[src/rtl/vga_layer_mixer.sv]
// vga_layer_mixer: final sprite compositor in front of the VGA pins.
// Delays flags and syncs to line up with ROM data, picks one colour per pixel
// by fixed layer priority with a transparency key, and owns the win-banner
// blink controller.
//
// state     | meaning
// ----------+-----------------------------------------------------------
// ST_IDLE   | no win; banner hidden
// ST_BLINK  | banner toggles every BLINK_FRAMES frames, BLINK_REPS times
// ST_STEADY | blinking finished; banner held visible while win stays set
module vga_layer_mixer #(
  parameter int          ROM_LAT      = 1,
  parameter logic [11:0] KEY_COLOR    = 12'h0F0,
  parameter int          BLINK_FRAMES = 15,
  parameter int          BLINK_REPS   = 3
) (
  input  logic        clk,
  input  logic        rst,
  input  logic        pix_en,
  input  logic [9:0]  h_cnt,
  input  logic [9:0]  v_cnt,
  input  logic        valid,
  input  logic        hsync_in,
  input  logic        vsync_in,
  input  logic        win,
  input  logic        player_on,
  input  logic        fungi_on,
  input  logic        win_on,
  input  logic [11:0] player_pixel,
  input  logic [11:0] fungi_pixel,
  input  logic [11:0] win_pixel,
  input  logic [11:0] bg_pixel,
  output logic [11:0] vga_rgb,
  output logic        hsync,
  output logic        vsync,
  output logic [1:0]  banner_state
);

  typedef enum logic [1:0] {
    ST_IDLE   = 2'd0,
    ST_BLINK  = 2'd1,
    ST_STEADY = 2'd2
  } banner_t;

  localparam logic [7:0] FRAME_LAST  = 8'(BLINK_FRAMES - 1);
  localparam logic [4:0] TOGGLE_DONE = 5'(2 * BLINK_REPS);

  // Stage word layout: {valid, hsync, vsync, player_on, fungi_on, win_on}.
  // Syncs are active low, so their idle value is 1.
  localparam logic [5:0] STAGE_RST = 6'b011000;

  logic [5:0]  stage_q [ROM_LAT];
  logic [5:0]  stage_in;
  logic [5:0]  stage_out;
  logic        d_valid, d_hsync, d_vsync, d_player, d_fungi, d_win;

  logic [11:0] rgb_d, rgb_q;
  logic        hsync_q, vsync_q;

  banner_t     state_d, state_q;
  logic        visible_d, visible_q;
  logic [7:0]  frame_cnt_d, frame_cnt_q;
  logic [4:0]  toggle_cnt_d, toggle_cnt_q;
  logic        frame_tick;

  assign stage_in  = {valid, hsync_in, vsync_in, player_on, fungi_on, win_on};
  assign stage_out = stage_q[ROM_LAT-1];
  assign {d_valid, d_hsync, d_vsync, d_player, d_fungi, d_win} = stage_out;

  // Delay line matching the ROM read latency; advances only on pixel ticks.
  always_ff @(posedge clk or posedge rst) begin
    if (rst) begin
      for (int i = 0; i < ROM_LAT; i++) stage_q[i] <= STAGE_RST;
    end else if (pix_en) begin
      stage_q[0] <= stage_in;
      for (int i = 1; i < ROM_LAT; i++) stage_q[i] <= stage_q[i-1];
    end
  end

  // Layer priority: win banner, player, fungi, then background (never keyed).
  always_comb begin
    rgb_d = 12'h000;
    if (!d_valid) begin
      rgb_d = 12'h000;
    end else if (d_win && visible_q && (win_pixel != KEY_COLOR)) begin
      rgb_d = win_pixel;
    end else if (d_player && (player_pixel != KEY_COLOR)) begin
      rgb_d = player_pixel;
    end else if (d_fungi && (fungi_pixel != KEY_COLOR)) begin
      rgb_d = fungi_pixel;
    end else begin
      rgb_d = bg_pixel;
    end
  end

  // Registered pin drivers.
  always_ff @(posedge clk or posedge rst) begin
    if (rst) begin
      rgb_q   <= 12'h000;
      hsync_q <= 1'b1;
      vsync_q <= 1'b1;
    end else if (pix_en) begin
      rgb_q   <= rgb_d;
      hsync_q <= d_hsync;
      vsync_q <= d_vsync;
    end
  end

  // Top-left pixel of the undelayed scan marks the frame boundary; the
  // banner only changes here so a frame is never drawn half-on.
  assign frame_tick = pix_en && (h_cnt == 10'd0) && (v_cnt == 10'd0);

  // Banner controller state register.
  always_ff @(posedge clk or posedge rst) begin
    if (rst) begin
      state_q      <= ST_IDLE;
      visible_q    <= 1'b0;
      frame_cnt_q  <= 8'd0;
      toggle_cnt_q <= 5'd0;
    end else begin
      state_q      <= state_d;
      visible_q    <= visible_d;
      frame_cnt_q  <= frame_cnt_d;
      toggle_cnt_q <= toggle_cnt_d;
    end
  end

  // Banner next-state: blink for a fixed number of half-periods, then hold.
  always_comb begin
    state_d      = state_q;
    visible_d    = visible_q;
    frame_cnt_d  = frame_cnt_q;
    toggle_cnt_d = toggle_cnt_q;
    if (frame_tick) begin
      case (state_q)
        ST_IDLE: begin
          visible_d = 1'b0;
          if (win) begin
            state_d      = ST_BLINK;
            visible_d    = 1'b1;
            frame_cnt_d  = 8'd0;
            toggle_cnt_d = 5'd0;
          end
        end
        ST_BLINK: begin
          if (!win) begin
            state_d   = ST_IDLE;
            visible_d = 1'b0;
          end else if (frame_cnt_q == FRAME_LAST) begin
            visible_d    = ~visible_q;
            frame_cnt_d  = 8'd0;
            toggle_cnt_d = toggle_cnt_q + 5'd1;
            // An even toggle count means visible has just come back on.
            if ((toggle_cnt_q + 5'd1) == TOGGLE_DONE) state_d = ST_STEADY;
          end else begin
            frame_cnt_d = frame_cnt_q + 8'd1;
          end
        end
        ST_STEADY: begin
          visible_d = 1'b1;
          if (!win) begin
            state_d   = ST_IDLE;
            visible_d = 1'b0;
          end
        end
        default: begin
          state_d   = ST_IDLE;
          visible_d = 1'b0;
        end
      endcase
    end
  end

  assign vga_rgb      = rgb_q;
  assign hsync        = hsync_q;
  assign vsync        = vsync_q;
  assign banner_state = state_q;

endmodule
[config.mk]
export PLATFORM = sky130hd
export DESIGN_NAME = vga_layer_mixer
export DESIGN_NICKNAME = d
export VERILOG_FILES = /design/src/rtl/vga_layer_mixer.sv
export SDC_FILE = /design/constraint.sdc
export NUM_CORES = 1
export LEC_CHECK = 0
export CAP_MARGIN = 20
export CORE_ASPECT_RATIO = 1.2
export CORE_MARGIN = 4
export CORE_UTILIZATION = 47
export DETAILED_ROUTE_END_ITERATION = 16
export PLACE_DENSITY = 0.86
export SLEW_MARGIN = 20
export SYNTH_ARGS = -nofsm -noshare
export SYNTH_HDL_FRONTEND = slang
export SYNTH_SLANG_ARGS = --single-unit
[constraint.sdc]
create_clock -name clk -period 5.2 [get_ports clk]
set_input_delay 1.04 -clock clk [delete_from_list [all_inputs] [get_ports clk]]
set_output_delay 1.04 -clock clk [all_outputs]
set_load 0.02 [all_outputs]
**After elaboration in Yosys (flattened, before gate mapping)**

Index checks and enable logic that the tools add are counted.

- Flip-flop bits (word level): 36
- Bits of input ports: 78
- Output and inout port bits: 16
- Logic and storage cells: 61

- $add $sub $neg: 2
- Equal/unequal tests: 13
- Muxes and demuxes: 22
- Bitwise operators: 1
- Reduce and logical (&&, ||, !) cells: 15

Operator list:

| operator | number |
|---|---|
| 2-to-1 mux 12 bit | 4 |
| != test 12 x 8 -> 1 bit (second input constant) | 3 |
| 2-to-1 mux 8 bit | 3 |
| zero test 10 bit | 2 |
| case mux 8 bit (2 select lines) | 1 |
| 2-to-1 mux 5 bit | 3 |
| 2-to-1 mux 2 bit | 5 |
| case mux 5 bit (2 select lines) | 1 |
| AND reduction 5 bit | 2 |
| adder 8 x 1 -> 8 bit (second input constant) | 1 |
| == test 8 x 4 -> 1 bit (second input constant) | 1 |
| != test 2 bit (second input constant) | 4 |
| logical AND 1 bit | 6 |
| != test 3 bit (second input constant) | 2 |
| case mux 2 bit (3 select lines) | 1 |
| adder 5 x 1 -> 5 bit (second input constant) | 1 |
| == test 5 x 3 -> 1 bit (second input constant) | 1 |
| AND reduction 4 bit | 1 |
| 2-to-1 mux 1 bit | 3 |
| == test 2 x 1 -> 1 bit (second input constant) | 1 |
| == test 2 bit (second input constant) | 1 |
| zero test 2 bit | 1 |
| case mux 1 bit (2 select lines) | 1 |
| AND reduction 2 bit | 1 |
| 3 further kinds | 3 |

**Depth between registers and ports, before layout**

- Depth in word-level cells: 6
- Gate-level depth with buffers: 6
- Mapped depth without buffers: 6

**Worst setup path after synthesis**

No wires, ideal clock.

- Path type: input to register
- Start point: input player_pixel[9]
- End point: register rgb_q[0], in the netlist vga_rgb[0]
- Library setup time: 0.140 ns
- Arrival time: 2.554 ns
- Required time: 5.060 ns
- Setup slack: 2.507 ns
- Stages on the path: 5
- Buffers on the path: 1
- Cells stage by stage: or4b_2 > o31a_1 > clkbuf_1 > a221oi_1 > o31ai_1

- Longest elaborated chain between the ends: 5

RTL lines:

| element | line | source |
|---|---|---|
| start: declaration | 29 | `input logic [11:0] player_pixel,` |
| != test 12 x 8 -> 1 bit | 87 | `end else if (d_player && (player_pixel != KEY_COLOR)) begin` |
| logical AND 1 bit | 87 |  |
| 2-to-1 mux 12 bit | 87 |  |
| 2-to-1 mux 12 bit | 85 | `end else if (d_win && visible_q && (win_pixel != KEY_COLOR)) begin` |
| 2-to-1 mux 12 bit | 83 | `if (!d_valid) begin` |
| end signal: assignment | 103 | `rgb_q <= rgb_d;` |
| end: declaration | 57 | `logic [11:0] rgb_d, rgb_q;` |

Every way passes these cells.
A chain may end at the register's enable or synchronous reset.

**Final worst setup path**

- Start point: input pix_en
- End point: register state_q[0], in the netlist banner_state[0]

- Longest elaborated chain between the ends: 3

RTL lines:

| element | line | source |
|---|---|---|
| start: declaration | 19 | `input logic pix_en,` |
| logical AND 1 bit (2 in a row) | 111 | `assign frame_tick = pix_en && (h_cnt == 10'd0) && (v_cnt == 10'd0);` |
| AND reduction 5 bit (no source line) | -- |  |
| end signal: assignment | 121 | `state_q <= state_d;` |
| end: declaration | 60 | `banner_t state_d, state_q;` |

Every way passes these cells.

==> run_results.csv <==
group,metric,value,unit
critical_path,slowest_delay,0.76,ns
placed_design,placed_area,3300,um2
finish,area_delta_synth_final,46.1,%
synthesis,syn-num-nets,330,
sta,fin_skew,0.0116,ns
hold_path,hold_class,"flip-flop to flip-flop",
critical_path,path_delay_family,"simple AND/OR/NAND/NOR gates",
die,die_area,6130,um2
critical_path,critPathRequiredTime,5.38,ns
sta,finalCritPeriodShare,64.9,%
critical_path,path_cells,"clkdlybuf4s50_1, nor4b_1, nand4_1, or2_2, a22o_1",
detailed_routing,drt_first_pass_iters,5,
job,max_cap_viol_count,0,
synthesis,synth_flop_cell,"dfrtp_1",
grt,globalRouteMet3Util,5.09,%
critical_path,path_class,"input port to flip-flop",
placed_design,portBuffers,93,
grt,grt_pass1_vias,2581,
clocking,clk_pin_slew,0.08,ns
grt,antenna_found_initial,0,
synthesis,syn_avg_cell_area,9.36,um2
die,fp.dieW,72.2,um
clocking,cts_root_buf,"clkbuf_8",
placed_design,place_congestion,0.912,
grt,grt_max_degree,37,
critical_path,crit_slowest_cell,"clkdlybuf4s50_1",
critical_path,r2r_cells,6,
clocking,cts_buffers,5,
detailed_routing,wl,7590,um
grt,grt_use_met2,45.9,%
sta,hold_viol,0,
sta,setup_tns,0,ns
sta,slew_headroom,57.7,%
synthesis,ys_ff_latch,36,
synthesis,synth_top_area_cell,"dfrtp_1",
detailed_routing,routed_via_density,6.44,
sta,fmax,296,MHz
synthesis,netlist_area,2320,um2
finish,fillCellCount,371,
detailed_routing,postRouteAntennaNets,0,
synthesis,ys_warn_count,0,
finish,seqCellArea,906,um2
die,die_y,85,um
sta,rsz0062_at_grt,"false",
placed_design,hpwlAfterDp,6000,um
clocking,postCtsSetupRepairBufs,0,
synthesis,synthArstFlopShare,100,%
die,rows,27,
critical_path,cp-end-kind,"flip-flop",
power,p_per_area,210,nW/um2
clocking,htreeDepth,2,
placed_design,dpl_worst_slack,1.54,ns
grt,track_usage,24.7,%
clocking,insertion_delay,0.29,ns
detailed_routing,drtIter0Drc,191,
detailed_routing,wl_per_cell,19.0,um
die,io_pins,94,
sta,finalWorstSetupSlack,1.82,ns
detailed_routing,drcViolationCount,0,
critical_path,worst-path-buf-inv,1,
die,start_util,49.5,%
critical_path,path_depth,5,
critical_path,crit_arrival,3.56,ns
grt,grt_pass1_wl,12000,um
critical_path,critPathLaunchType,"input port",
sta,drv_slew,0,
finish,finalCoreUtilization,72.3,%
sta,setup_viol,0,
synthesis,synth_edf_count,0,
grt,grt_most_used_layer,"met2",
hold_path,hold-path-cell-count,1,
run_status,status,"complete, no violations",
grt,grt_overflow,0,
finish,drive_above_1_share,9.38,%
sta,fin_crit,3.38,ns
die,core-area,4700,um2
clocking,cts_max_path_buffers,2,
clocking,cts_resized,0,
synthesis,ys_seq_area_share,39.0,%
synthesis,synth.area.top_cells,"dfrtp_1 (34%), o31ai_1 (5.2%), mux2_2 (4.8%)",
clocking,cts_sinks,36,
finish,num_antenna_cells,0,
detailed_routing,vias,2569,
power,ir_worst_vdd,0.105,mV
synthesis,yosysMostFrequentCell,"dfrtp_1",
critical_path,worstPathMaxFanout,14,
synthesis,synth.top_cell.area_share,34.5,%
grt,grt_use_met1,26.8,%
clocking,cts_hold_buf,0,
synthesis,netlist_top_cells_count,"dfrtp_1 (32), nor2_1 (16), o31ai_1 (16)",
finish,multi_input_area,1350,um2
synthesis,ys_types,50,
sta,tightest_slew,0.631,ns
synthesis,syn_inst,248,
clocking,cts_tree,"yes",
power,leakage,1.23,nW
finish,fin_nets,422,
finish,final_area,3390,um2
-- worst register-to-register path, delay by kind of cell (launching register included) --
family	cells	cell delay [ns]
and+or+nand+nor	3	1.42
DFF	1	0.45
adders and majority gates	1	0.17
AOI/OAI and AO/OA	1	0.20
buffers and inverters	1	0.09
-- per-layer routing --
| layer | share of wire [%] | wire length, um |
|---|---|---|
| met5 | 0 | 0 |
| met3 | 9.2 | 697 |
| met1 | 36 | 2700 |
| met4 | 1.7 | 131 |
| met2 | 53 | 4060 |
-- cells in the final DEF (no fill, tap or decap), drive strengths merged, types with 7 or more instances in the layout --
cell and count:
clkdlybuf4s50 93, dfrtp 32, o31ai 18, nor2 16
nand3 15, o21ai 13, nand2 10, a22oi 10
mux2 10, inv 9, nand4 8, a221oi 8
nor4 7, nor3 7, clkbuf 7
-- report_power, final --
part	internal, mW	switching (mW)	leakage (nW)
clock	0.108	0.103	0.0445
sequential	0.302	0.0140	0.437
combinational	0.107	0.0792	0.748
total	0.517	0.196	1.23
-- cells by family (layout without fill, tap and decap cells) --
| group | count (synthesis) | count (layout) | synth area share, % |
|---|---|---|---|
| buffers and inverters | 18 | 111 | 2.91 |
| XOR/XNOR | 2 | 2 | 0.754 |
| AND/OR/NAND/NOR | 99 | 99 | 25.0 |
| flip-flops | 36 | 36 | 39.0 |
| adder cells (fa/ha/maj) | 4 | 4 | 2.16 |
| AO/OA/AOI/OAI | 79 | 79 | 25.3 |
| multiplexers | 10 | 10 | 4.85 |
-- state kept, by name (all words and copies together) (netlist names) --
name	flops
frame_cnt_q	8
stage_out	6
banner_state	2
toggle_cnt_q	5
vsync	1
hsync	1
vga_rgb	12
visible_q	1
-- per-stage QoR --
stage / power [mW] / std cells / hold slack, ns
after floorplan: 0.394 / 248 / 0.481
after global routing: 0.742 / 399 / 0.545
after detailed placement: 0.507 / 391 / 0.500
after CTS: 0.717 / 399 / 0.517
final: 0.713 / 399 / 0.514
after global placement: 0.503 / 391 / 0.497
-- path summary, 6_finish.rpt --
kind / start / end / slack [ns]
setup / recovery: pix_en / banner_state[0] / 1.82
hold / removal: stage_out[0] / stage_out[0] / 0.51
setup reg to reg: frame_cnt_q[0] / banner_state[0] / 2.77
hold reg to reg: stage_out[0] / stage_out[0] / 0.51
max in group asynchronous: rst / hsync / 3.70
min in group asynchronous: rst / vga_rgb[0] / 1.15
-- cell type report --
class                           count  area share, %
Tap cell                           58           2.14
Clock buffer                        7           2.54
Clock inverter                      1          0.221
Inverter                            9          0.996
Multi-Input combinational cell    194           39.7
Timing Repair Buffer               94           27.7
Sequential cell                    36           26.7
No activity file was read; power rests on OpenSTA's default activity.
